===== src/rtl/hazard_pkg.sv =====
// Shared types and constants for the pipeline hazard unit.
// Optional feature macro: HAZARD_FORWARDING_EN (EX/MEM and MEM/WB bypass).
package hazard_pkg;

    // One in-flight pipeline slot as seen by the hazard logic
    typedef struct packed {
        logic [2:0] rd;
        logic       wr;
        logic       load;
    } trk_entry_t;

    localparam logic [1:0] FWD_RF    = 2'b00;
    localparam logic [1:0] FWD_EXMEM = 2'b01;
    localparam logic [1:0] FWD_MEMWB = 2'b10;

    localparam trk_entry_t TRK_BUBBLE    = '{rd: 3'd0, wr: 1'b0, load: 1'b0};
    localparam logic [15:0] STALL_CNT_MAX = 16'hFFFF;

    // Youngest producer wins: the ex slot shadows the mem slot
    function automatic logic [1:0] fwd_select(input logic hit_ex, input logic hit_mem);
        if (hit_ex)
            return FWD_EXMEM;
        else if (hit_mem)
            return FWD_MEMWB;
        return FWD_RF;
    endfunction

endpackage


===== src/rtl/hazard_compare.sv =====
// Compares one decode source register against both tracker slots.
module hazard_compare
    import hazard_pkg::*;
(
    input  logic [2:0] src,
    input  logic       src_valid,
    input  trk_entry_t ex_entry,
    input  trk_entry_t mem_entry,
    output logic       hit_ex,
    output logic       hit_mem,
    output logic       hit_ex_load
);

    // The load flag of the mem slot never matters: its data is ready by then
    logic unused_mem_load;
    assign unused_mem_load = mem_entry.load;

    // Register-number match against each in-flight producer
    always_comb begin
        hit_ex      = src_valid & ex_entry.wr  & (ex_entry.rd  == src);
        hit_mem     = src_valid & mem_entry.wr & (mem_entry.rd == src);
        hit_ex_load = hit_ex & ex_entry.load;
    end

endmodule


===== src/rtl/hazard_unit.sv =====
// Pipeline hazard unit: stall generation, operand-forward selects and a
// saturating stall counter. Build option: HAZARD_FORWARDING_EN enables
// bypassing so only load-use dependencies stall.
module hazard_unit
    import hazard_pkg::*;
(
    input  logic        clk,
    input  logic        rst,
    input  logic [2:0]  id_rs,
    input  logic [2:0]  id_rt,
    input  logic        id_rs_valid,
    input  logic        id_rt_valid,
    input  logic [2:0]  id_rd,
    input  logic        id_rd_valid,
    input  logic        id_reg_write,
    input  logic        id_is_load,
    input  logic        id_valid,
    input  logic        flush,
    output logic        stall,
    output logic [1:0]  fwd_rs_sel,
    output logic [1:0]  fwd_rt_sel,
    output logic [15:0] stall_cycles
);

    trk_entry_t  ex_q;
    trk_entry_t  mem_q;
    trk_entry_t  id_entry;
    logic        rs_hit_ex, rs_hit_mem, rs_hit_ex_load;
    logic        rt_hit_ex, rt_hit_mem, rt_hit_ex_load;
    logic        hazard;
    logic        bubble;
    logic [1:0]  rs_sel_d;
    logic [1:0]  rt_sel_d;
    logic [1:0]  fwd_rs_q;
    logic [1:0]  fwd_rt_q;
    logic [15:0] cnt_q;

    hazard_compare u_cmp_rs (
        .src         (id_rs),
        .src_valid   (id_rs_valid),
        .ex_entry    (ex_q),
        .mem_entry   (mem_q),
        .hit_ex      (rs_hit_ex),
        .hit_mem     (rs_hit_mem),
        .hit_ex_load (rs_hit_ex_load)
    );

    hazard_compare u_cmp_rt (
        .src         (id_rt),
        .src_valid   (id_rt_valid),
        .ex_entry    (ex_q),
        .mem_entry   (mem_q),
        .hit_ex      (rt_hit_ex),
        .hit_mem     (rt_hit_mem),
        .hit_ex_load (rt_hit_ex_load)
    );

    // Hazard detection and next-cycle forward selects for the decode instruction
    always_comb begin
        hazard   = 1'b0;
        rs_sel_d = FWD_RF;
        rt_sel_d = FWD_RF;
`ifdef HAZARD_FORWARDING_EN
        hazard   = rs_hit_ex_load | rt_hit_ex_load;
        rs_sel_d = fwd_select(rs_hit_ex, rs_hit_mem);
        rt_sel_d = fwd_select(rt_hit_ex, rt_hit_mem);
`else
        hazard   = rs_hit_ex | rs_hit_mem | rt_hit_ex | rt_hit_mem;
`endif
    end

`ifndef HAZARD_FORWARDING_EN
    // Load-use distinction is irrelevant when every dependency stalls
    logic unused_load_hits;
    assign unused_load_hits = rs_hit_ex_load | rt_hit_ex_load;
`endif

    // Flush and empty decode slots suppress stalling; any of them injects a bubble
    always_comb begin
        stall    = hazard & id_valid & ~flush;
        bubble   = stall | flush | ~id_valid;
        id_entry = '{rd:   id_rd,
                     wr:   id_valid & id_rd_valid & id_reg_write,
                     load: id_is_load};
    end

    // Tracker shift, registered forward selects and saturating stall counter
    always_ff @(posedge clk) begin
        if (rst) begin
            ex_q     <= TRK_BUBBLE;
            mem_q    <= TRK_BUBBLE;
            fwd_rs_q <= FWD_RF;
            fwd_rt_q <= FWD_RF;
            cnt_q    <= '0;
        end else begin
            mem_q    <= ex_q;
            ex_q     <= bubble ? TRK_BUBBLE : id_entry;
            fwd_rs_q <= bubble ? FWD_RF : rs_sel_d;
            fwd_rt_q <= bubble ? FWD_RF : rt_sel_d;
            if (stall && (cnt_q != STALL_CNT_MAX))
                cnt_q <= cnt_q + 16'd1;
        end
    end

    assign fwd_rs_sel   = fwd_rs_q;
    assign fwd_rt_sel   = fwd_rt_q;
    assign stall_cycles = cnt_q;

endmodule


===== config.mk =====
export PLATFORM = sky130hd
export DESIGN_NAME = hazard_unit
export DESIGN_NICKNAME = d
export VERILOG_FILES = /design/src/rtl/hazard_pkg.sv /design/src/rtl/hazard_compare.sv /design/src/rtl/hazard_unit.sv
export SDC_FILE = /design/constraint.sdc
export NUM_CORES = 1
export LEC_CHECK = 0
export BUFFER_PORTS_ARGS = -buffer_cell sky130_fd_sc_hd__buf_2
export CAP_MARGIN = 20
export CORE_MARGIN = 10
export CORE_UTILIZATION = 50
export CTS_CLUSTER_DIAMETER = 120
export CTS_CLUSTER_SIZE = 24
export DETAILED_ROUTE_END_ITERATION = 8
export GPL_TIMING_DRIVEN = 1
export PLACE_DENSITY = 0.84
export SLEW_MARGIN = 20
export SYNTH_ARGS = -nofsm -noshare
export SYNTH_HDL_FRONTEND = slang
export SYNTH_SLANG_ARGS = --single-unit

===== constraint.sdc =====
create_clock -name clk -period 2 [get_ports clk]
set_clock_uncertainty 0.1 [all_clocks]
set_input_delay 0.2 -clock clk [delete_from_list [all_inputs] [get_ports clk]]
set_output_delay 0.2 -clock clk [all_outputs]
set_load 0.05 [all_outputs]

# ---- Yosys cells after proc, flatten, opt, wreduce, memory -nomap -nowiden
# Index checks and enable logic that the tools add are counted.
dict set report word_totals {
  ff_bits 24
  latch_bits 0
  ramBits 0
  mem_bits_ro 0
  inputBits 18
  out_inout_bits 21
  word_cells 32
  memories 0
}
dict set report classes {
  add_sub_neg 1
  mul 0
  div 0
  magnitude_cmp 0
  n_eq_ne 5
  shifts 0
  muxes 0
  n_bitwise 19
  reduce_logical 2
}
# cell n
set op_table {}
lappend op_table {{$add A16 B1 Y16 const B} 1}
lappend op_table {{$ne A16 B16 Y1 const B} 1}
lappend op_table {{$and A1 B1 Y1} 12}
lappend op_table {{$eq A3 B3 Y1} 4}
lappend op_table {{$or A1 B1 Y1} 5}
lappend op_table {{$not A1 Y1} 2}
lappend op_table {{$reduce_or A2 Y1} 1}
lappend op_table {{$logic_and A1 B1 Y1} 1}

# ---- Logic depth before layout (Yosys ltp)
# Gate-level depths: netlist of the first run.
dict set report logic_depth {
  ltp_word 10
  depth_mapped 7
  mapped_depth_nobuf 6
}

# ---- By module
# A second synthesis of the first run with hierarchy kept.
dict set report hier_totals {
  hier_cells 153
  area_unflattened_um2 1402.6
}
# mod n_inst cells_each area_per_inst_um2 seq_area_each_um2
set modules_own_cells {}
lappend modules_own_cells {hazard_unit 1 129 1197.4 520.5}
lappend modules_own_cells {hazard_compare 2 12 102.6 0.0}

# ---- Least setup slack after synthesis of the first run
# Ideal clock, no wire load.
dict set report synth_timing {
  kind {reg2reg}
  from {register cnt_q[0], in the netlist stall_cycles[0]}
  to {register cnt_q[10], in the netlist stall_cycles[10]}
  setup_time_ps 121
  t_arrival_ps 2100
  t_required_ps 1779
  setup_slack_ps -321
  stages_incl_launch_ff 7
  n_path_buf 0
  synth_period_minus_slack_ps 2321
  cell_sequence {dfxtp_1 -> ha_1 -> nand4_1 -> or4_4 -> nand4_2 -> nor4_1 -> mux2_4}
}
dict set report synth_via {
  elab_chain_cells 2
  word_cells_on_any_way 3
  cone_classes {add/sub: 1; eq/ne: 1; reduce/logical: 1}
}
# item line_no
set synth_rtl {}
lappend synth_rtl {{from (decl)} hazard_unit.sv:36} ;# logic [15:0] cnt_q;
lappend synth_rtl {{from (signal assigned)} hazard_unit.sv:101} ;# cnt_q <= cnt_q + 16'd1;
lappend synth_rtl {{parallel branches: the longest is 2 deep, another holds $add A16 B1 Y16} -}
# Several ways; the timed one is not identified.
# A chain may end at the register's enable or synchronous reset.

# ---- Final worst setup path of the first run
dict set report layout_timing {
  from {register mem_q[3] (netlist bit)}
  to {register cnt_q[11], in the netlist stall_cycles[11]}
}
dict set report layout_via {
  elab_chain_cells 8
  word_cells_on_any_way 10
  cone_classes {eq/ne: 2; bitwise: 7; reduce/logical: 1}
}
# item line_no
set layout_rtl {}
lappend layout_rtl {{from (decl)} hazard_unit.sv:26} ;# trk_entry_t mem_q;
lappend layout_rtl {{from (signal assigned)} hazard_unit.sv:96} ;# mem_q <= ex_q;
lappend layout_rtl {{$eq A3 B3 Y1} hazard_compare.sv:21} ;# hit_mem = src_valid & mem_entry.wr & (mem_entry.rd == src);
lappend layout_rtl {{$and A1 B1 Y1} hazard_compare.sv:21}
lappend layout_rtl {{$or A1 B1 Y1 (2 in series)} hazard_unit.sv:68} ;# hazard = rs_hit_ex | rs_hit_mem | rt_hit_ex | rt_hit_mem;
lappend layout_rtl {{$or A1 B1 Y1 (*)} hazard_unit.sv:68}
lappend layout_rtl {{$and A1 B1 Y1 (*) (2 in series)} hazard_unit.sv:80} ;# stall = hazard & id_valid & ~flush;
lappend layout_rtl {{$logic_and A1 B1 Y1 (*)} hazard_unit.sv:100} ;# if (stall && (cnt_q != STALL_CNT_MAX))
# Every way passes the cells marked *; elsewhere a longest branch is shown, timed or not.

==> impl_metrics.py, run 1 <==
metrics = {
    "sta": {
        "timing.fmax_ghz": 0.474,
        "hold_slack_ns": 0.245,
        "rsz0062_at_grt": "true",
        "drv_slew": 0,
        "max-slew-margin-rel_pct": 63.5,
        "setup_slack_ns": -0.108,
        "fin_crit_ns": 2.11,
        "hold_viol_final": 0,
        "finalSetupTns_ns": -0.256,
        "tightestPinTransition_ns": 0.547,
        "min_period_over_period_pct": 105,
        "finalSetupViolCount": 5,
    },
    "clocking": {
        "cts_root_buffer": "clkbuf_4",
        "clk_path_buf_depth": 2,
        "cts_tree": "yes",
        "cts.sinks": 24,
        "cts_buffers": 3,
        "htree_levels": 1,
        "clk_pin_slew_ns": 0.13,
        "clock_latency_ns": 0.32,
    },
    "place": {
        "dpl.hpwl_microns": 2490,
        "placed_cells": 212,
        "dp_slack_ns": -0.196,
        "port_buffers": 33,
        "gp_congestion": 0.815,
        "place_area_sq_mm": 0.00154,
    },
    "yosys": {
        "syn_avg_cell_area_sq_um": 8.61,
        "syn_area_sq_mm": 0.00127,
        "yosysWarnings": 0,
        "ys_top_cells_by_count": "24 x dfxtp_1, 12 x nand2_1, 12 x xor2_1, 11 x a21oi_1, 9 x or4_1",
        "ys_seq_area_share_pct": 37.7,
        "ys_seq_elements": 24,
        "yosysTopAreaCell": "dfxtp_1",
        "synth-edff-count": 0,
        "synth_area_leaders": "dfxtp_1 38%, xor2_1 8.2%, or4_1 5.3%, o31ai_1 4.7%, a21oi_1 4.3%",
        "synthMostInstantiatedCell": "dfxtp_1",
        "synth.distinct_cells": 30,
        "synth_flop_cell": "dfxtp_1",
        "synth_top_area_share_pct": 37.7,
        "async_reset_ff_share_pct": 0,
        "synth_cells": 148,
    },
    "global_routing": {
        "overflow": 0,
        "grt_usage_pct": 14.0,
        "grt_max_degree": 27,
        "grt_antenna_before_repair": 0,
        "grt_pass1_wl_microns": 6020,
        "grt_pass1_vias": 1400,
    },
    "critical_path": {
        "worst_setup_path_start_kind": "register",
        "cp_data_arrival_time_ns": 2.26,
        "worst_ep_required_time_ns": 2.16,
        "crit_type": "register to register",
        "cp_max_fo": 6,
        "cp-end-kind": "register",
    },
    "floorplanning": {
        "die_h_microns": 70.5,
        "num_rows": 18,
        "die_area_sq_mm": 0.00497,
        "start_util_pct": 51.9,
        "die_x_microns": 70.5,
        "pin_count": 39,
        "core_sq_mm": 0.00245,
    },
    "power": {
        "p_sw_mw": 0.222,
        "peakVddDrop_mv": 0.472,
        "power_mw": 0.937,
        "power_frac_comb_pct": 11.0,
        "pwr-share-clk_pct": 38.0,
        "sw_frac_of_total_pct": 23.7,
        "leakage_nw": 0.789,
        "power_density_mw_per_mm2": 472,
        "p_int_mw": 0.716,
        "p_seq_share_pct": 51.0,
    },
    "route": {
        "wl_microns": 4210,
        "vias_per_cell": 6.00,
        "first_iter_violations": 75,
        "detail_route.wl_per_cell_microns": 18.4,
        "drc": 0,
        "vias": 1374,
        "drtPass1Iterations": 5,
        "ant_nets": 0,
    },
    "finish": {
        "drive_gt1_share_pct": 53.3,
        "final_cell_area_sq_mm": 0.00199,
        "nets": 219,
        "antennaDiodeCount": 0,
        "area_growth_pct": 55.7,
        "final_util_pct": 80.9,
        "layoutNonFillerInstCount": 229,
    },
    "flow_run": {
        "cap_viol_max_count": 0,
    },
    "run_status": {
        "failed_checks": "setup timing",
        "outcome": "complete, but fails checks",
    },
    "hold_path": {
        "worst_hold_path_type": "input pin to register",
    },
}
==> per-layer routing <==
layer / part of all wire, % / up-vias / routed length [microns] / track usage, %
met3: 7.5 / 13 / 316 / 4.24
met5: 0 / - / 0 / 0
li1: - / 632 / - / -
met2: 49 / 82 / 2080 / 22.3
met4: 4.0 / 0 / 167 / 8.55
met1: 39 / 647 / 1640 / 16.0
==> cell usage in the layout (no fill, tap or decap), types with 2 or more instances in the layout <==
cell type / count
dlygate4sd3_1: 5
nand3_1: 5
nand4_1: 7
or4_4: 3
conb_1: 4
a21oi_2: 5
buf_4: 12
xor2_4: 3
and2_1: 3
a21oi_1: 6
dfxtp_2: 15
buf_2: 32
and3_1: 2
mux2_4: 2
clkbuf_4: 3
dfxtp_1: 2
nor2b_1: 8
or3_1: 4
or4_1: 7
nor4_4: 6
xor2_1: 4
xor2_2: 5
nand2_1: 12
buf_6: 3
nor2_1: 5
o31ai_1: 8
nand2b_1: 3
o21ai_1: 3
dfxtp_4: 7
==> power groups by stage <==
| stage | clock (mW) | combinational [mW] | sequential (mW) |
|---|---|---|---|
| final | 0.356 | 0.103 | 0.478 |
| after global routing | 0.383 | 0.110 | 0.479 |
| after CTS | 0.360 | 0.0806 | 0.478 |
| after detailed placement | 0 | 0.0667 | 0.489 |
| after global placement | 0 | 0.0642 | 0.489 |
| after floorplan | 0 | 0.0475 | 0.489 |
==> final timing paths <==
| path | cells after the start | startpoint | slack [ns] | to |
|---|---|---|---|---|
| min reg2reg | 1 | ex_q[1] | 0.42 | mem_q[1] |
| max | 7 | mem_q[3] | -0.11 | stall_cycles[11] |
| min | 2 | rst | 0.24 | mem_q[4] |
| max reg2reg | 7 | mem_q[3] | -0.11 | stall_cycles[11] |
==> registers in the layout, summed over array words and instances, names as in the netlist <==
register	cells
stall_cycles	16
ex_q	4
mem_q	4
==> kinds of logic (layout without fill, tap and decap cells) <==
| family | count (synthesis) | count (layout) | share of synthesized area [%] |
|---|---|---|---|
| fa+ha+maj | 1 | 1 | 0.981 |
| flops | 24 | 24 | 37.7 |
| simple gates | 73 | 73 | 34.0 |
| compound gates | 23 | 23 | 10.6 |
| xor+xnor | 12 | 12 | 8.24 |
| mux | 4 | 4 | 3.73 |
| buf+inv | 10 | 58 | 4.51 |
| other cells | 1 | 4 | 0.294 |
==> cell type report <==
type / count / area, sq um
multi-input cells: 117 / 996
flip-flops and latches: 24 / 526
fillers: 150 / 469
repair buffers: 54 / 374
well taps: 30 / 37.5
clock inverters: 1 / 30.0
clock buffers: 3 / 22.5
==> worst max-delay path, cell delays in order, from the launching register on <==
cell,delay (ns)
dfxtp_2,0.37
xor2_1,0.16
nor4_2,0.38
nor4_4,0.13
buf_4,0.17
clkbuf_16,0.15
or4_4,0.41
a21oi_2,0.18
==> repair_timing <==
action / in CTS / in global routing
endpoints found under the setup margin: 13 / 15
resized for setup: 16 / 33
hold endpoints to repair: 4 / 0
buffers inserted: 4 / 4
cloned: 0 / 1
hold buffers: 5 / 0
pin swaps: 19 / 20
(Power assumes the default switching activity.)
==> run 2: changes to the inputs <==
ABC_AREA = 1   (was unset)
CORE_UTILIZATION = 53   (was 50)
PLACE_DENSITY = 0.86   (was 0.84)
==> run 2 against run 1 <==
  * The flow now finishes without violations
  * Setup slack improved by 0.28 ns
  * First-iteration DRC count increased by 6.7%
  * Sequential power rose by 1%
  * Maximum frequency grew 15%
  * Sequential share of layout area down 0.39 points
  * Final area is 6.5% lower
  * Utilization fell by 14 points
  * Synthesized cell count is 64% higher
==> impl_metrics.py, run 2 <==
metrics = {
    "yosys": {
        "synth_flop_cell": "dfxtp_1",
        "async_reset_ff_share_pct": 0,
        "synth-edff-count": 0,
        "synth_top_area_share_pct": 30.7,
        "synth.distinct_cells": 23,
        "yosysTopAreaCell": "dfxtp_1",
        "synthMostInstantiatedCell": "nand2_1",
        "yosysWarnings": 0,
        "synth_cells": 242,
        "syn_avg_cell_area_sq_um": 6.46,
        "ys_seq_area_share_pct": 30.7,
        "syn_area_sq_mm": 0.00156,
        "ys_seq_elements": 24,
        "synth_area_leaders": "dfxtp_1 31%, nand2_1 17%, nor2_1 8.2%, nand4_1 8.0%, inv_1 7.2%",
        "ys_top_cells_by_count": "71 x nand2_1, 34 x nor2_1, 30 x inv_1, 24 x dfxtp_1, 20 x nand4_1",
    },
    "floorplanning": {
        "die_h_microns": 74.3,
        "die_area_sq_mm": 0.00552,
        "die_x_microns": 74.3,
        "pin_count": 39,
        "num_rows": 19,
        "core_sq_mm": 0.00278,
        "start_util_pct": 56.2,
    },
    "finish": {
        "final_cell_mix": "71 x nand2_1, 33 x nor2_1, 32 x buf_2",
        "final_util_pct": 66.8,
        "drive_gt1_share_pct": 24.3,
        "antennaDiodeCount": 0,
        "nets": 304,
        "layout_commonest_cell": "nand2_1",
        "largest_reg_flops": 16,
        "area_growth_pct": 18.7,
    },
    "sta": {
        "hold_slack_ns": 0.0665,
        "setup_slack_ns": 0.170,
        "finalSetupViolCount": 0,
        "timing.fmax_ghz": 0.546,
        "drv_slew": 0,
        "min_period_over_period_pct": 91.5,
        "rsz0062_at_grt": "false",
        "fin_crit_ns": 1.83,
        "finalSetupTns_ns": 0,
        "hold_viol_final": 0,
    },
    "global_routing": {
        "gr-usage-met1_pct": 17.0,
        "overflow": 0,
        "busiest_layer": "met2",
        "grt_pass1_wl_microns": 6510,
        "grtUsageMet2_pct": 24.0,
        "grt_antenna_before_repair": 0,
        "grt_max_degree": 19,
        "grt_pass1_vias": 1516,
        "grt_usage_pct": 14.3,
        "grtUsageMet3_pct": 3.86,
    },
    "clocking": {
        "cts_root_buffer": "clkbuf_4",
        "cts_buffers": 3,
        "clock_latency_ns": 0.31,
        "cts.sinks": 24,
        "htree_levels": 1,
        "clk_path_buf_depth": 2,
        "clk_pin_slew_ns": 0.14,
        "cts_tree": "yes",
    },
    "critical_path": {
        "worst_ep_required_time_ns": 1.70,
        "crit_type": "register to output pin",
        "cp_max_fo": 3,
        "cp-end-kind": "output pin",
        "worst_setup_path_start_kind": "register",
        "cp_data_arrival_time_ns": 1.53,
    },
    "place": {
        "dp_slack_ns": 0.226,
        "gp_congestion": 0.859,
        "port_buffers": 33,
        "dpl.hpwl_microns": 2840,
    },
    "route": {
        "wl_microns": 3840,
        "vias": 1582,
        "ant_nets": 0,
        "vias_per_cell": 5.02,
        "detail_route.wl_per_cell_microns": 12.2,
        "first_iter_violations": 80,
        "drc": 0,
        "drtPass1Iterations": 4,
    },
    "hold_path": {
        "worst_hold_path_type": "input pin to register",
    },
    "power": {
        "peakVddDrop_mv": 0.376,
        "leakage_nw": 0.868,
        "power_density_mw_per_mm2": 450,
        "power_mw": 0.836,
    },
    "run_status": {
        "outcome": "finished, final reports clean",
    },
    "flow_run": {
        "cap_viol_max_count": 0,
    },
}
==> run 2: final cells by class <==
cell class / instances / area (sq um)
Clock buffer: 4 / 36.3
Tap cell: 31 / 38.8
Fill cell: 257 / 925
Timing Repair Buffer: 46 / 278
Multi-Input combinational cell: 179 / 903
Inverter: 31 / 116
Sequential cell: 24 / 484
==> run 2: stage by stage <==
step                      std cells  area (sq um)
after CTS                       312          1830
after global placement          304          1750
after detailed placement        304          1750
final                           315          1860
after global routing            315          1860
after floorplan                 245          1580
==> run 2: metal layers <==
layer  wire length, microns  share of wire (%)  vias up
met3                    255                6.6        4
li1                       -                  -      842
met5                      0                  0        -
met2                   1890                 49       30
met4                     29               0.75        0
met1                   1670                 43      706
==> run 2: worst paths after layout <==
path         slack (ns)  cells after the start               to            start
min                0.07                      4  stall_cycles[1]              rst
max                0.17                      9            stall          ex_q[3]
max reg2reg        0.21                      9  stall_cycles[6]  stall_cycles[1]
min reg2reg        0.36                      2         mem_q[1]          ex_q[1]
==> run 2: critical path, cell delays in order (launching register included) <==
cell	delay, ns
dfxtp_1	0.39
inv_1	0.09
nand2_1	0.06
nand3_1	0.07
nor2_1	0.12
nor2_1	0.07
nand2_2	0.09
nand2_1	0.06
nor2_2	0.07
buf_4	0.19
==> run 2: cells by family after synthesis <==
| logic type | Yosys count | share of synthesized area, % |
|---|---|---|
| compound gates | 17 | 7.36 |
| xor+xnor | 8 | 4.48 |
| fa+ha+maj | 1 | 0.800 |
| buf+inv | 42 | 12.4 |
| flops | 24 | 30.7 |
| other cells | 1 | 0.240 |
| simple gates | 149 | 44.0 |
==> run 2: report_power, final <==
part / switching (mW) / internal, mW
sequential: 0.00252 / 0.481
combinational: 0.0575 / 0.0313
clock: 0.152 / 0.111
total: 0.212 / 0.624
==> run 2: repair_timing <==
| action | 4_1_cts | 5_1_grt |
|---|---|---|
| endpoints found under the hold margin | 4 | 1 |
| setup endpoints to repair | 1 | 1 |
| buffers inserted | 0 | 2 |
| hold buffers | 4 | 1 |
| resized for setup | 1 | 0 |
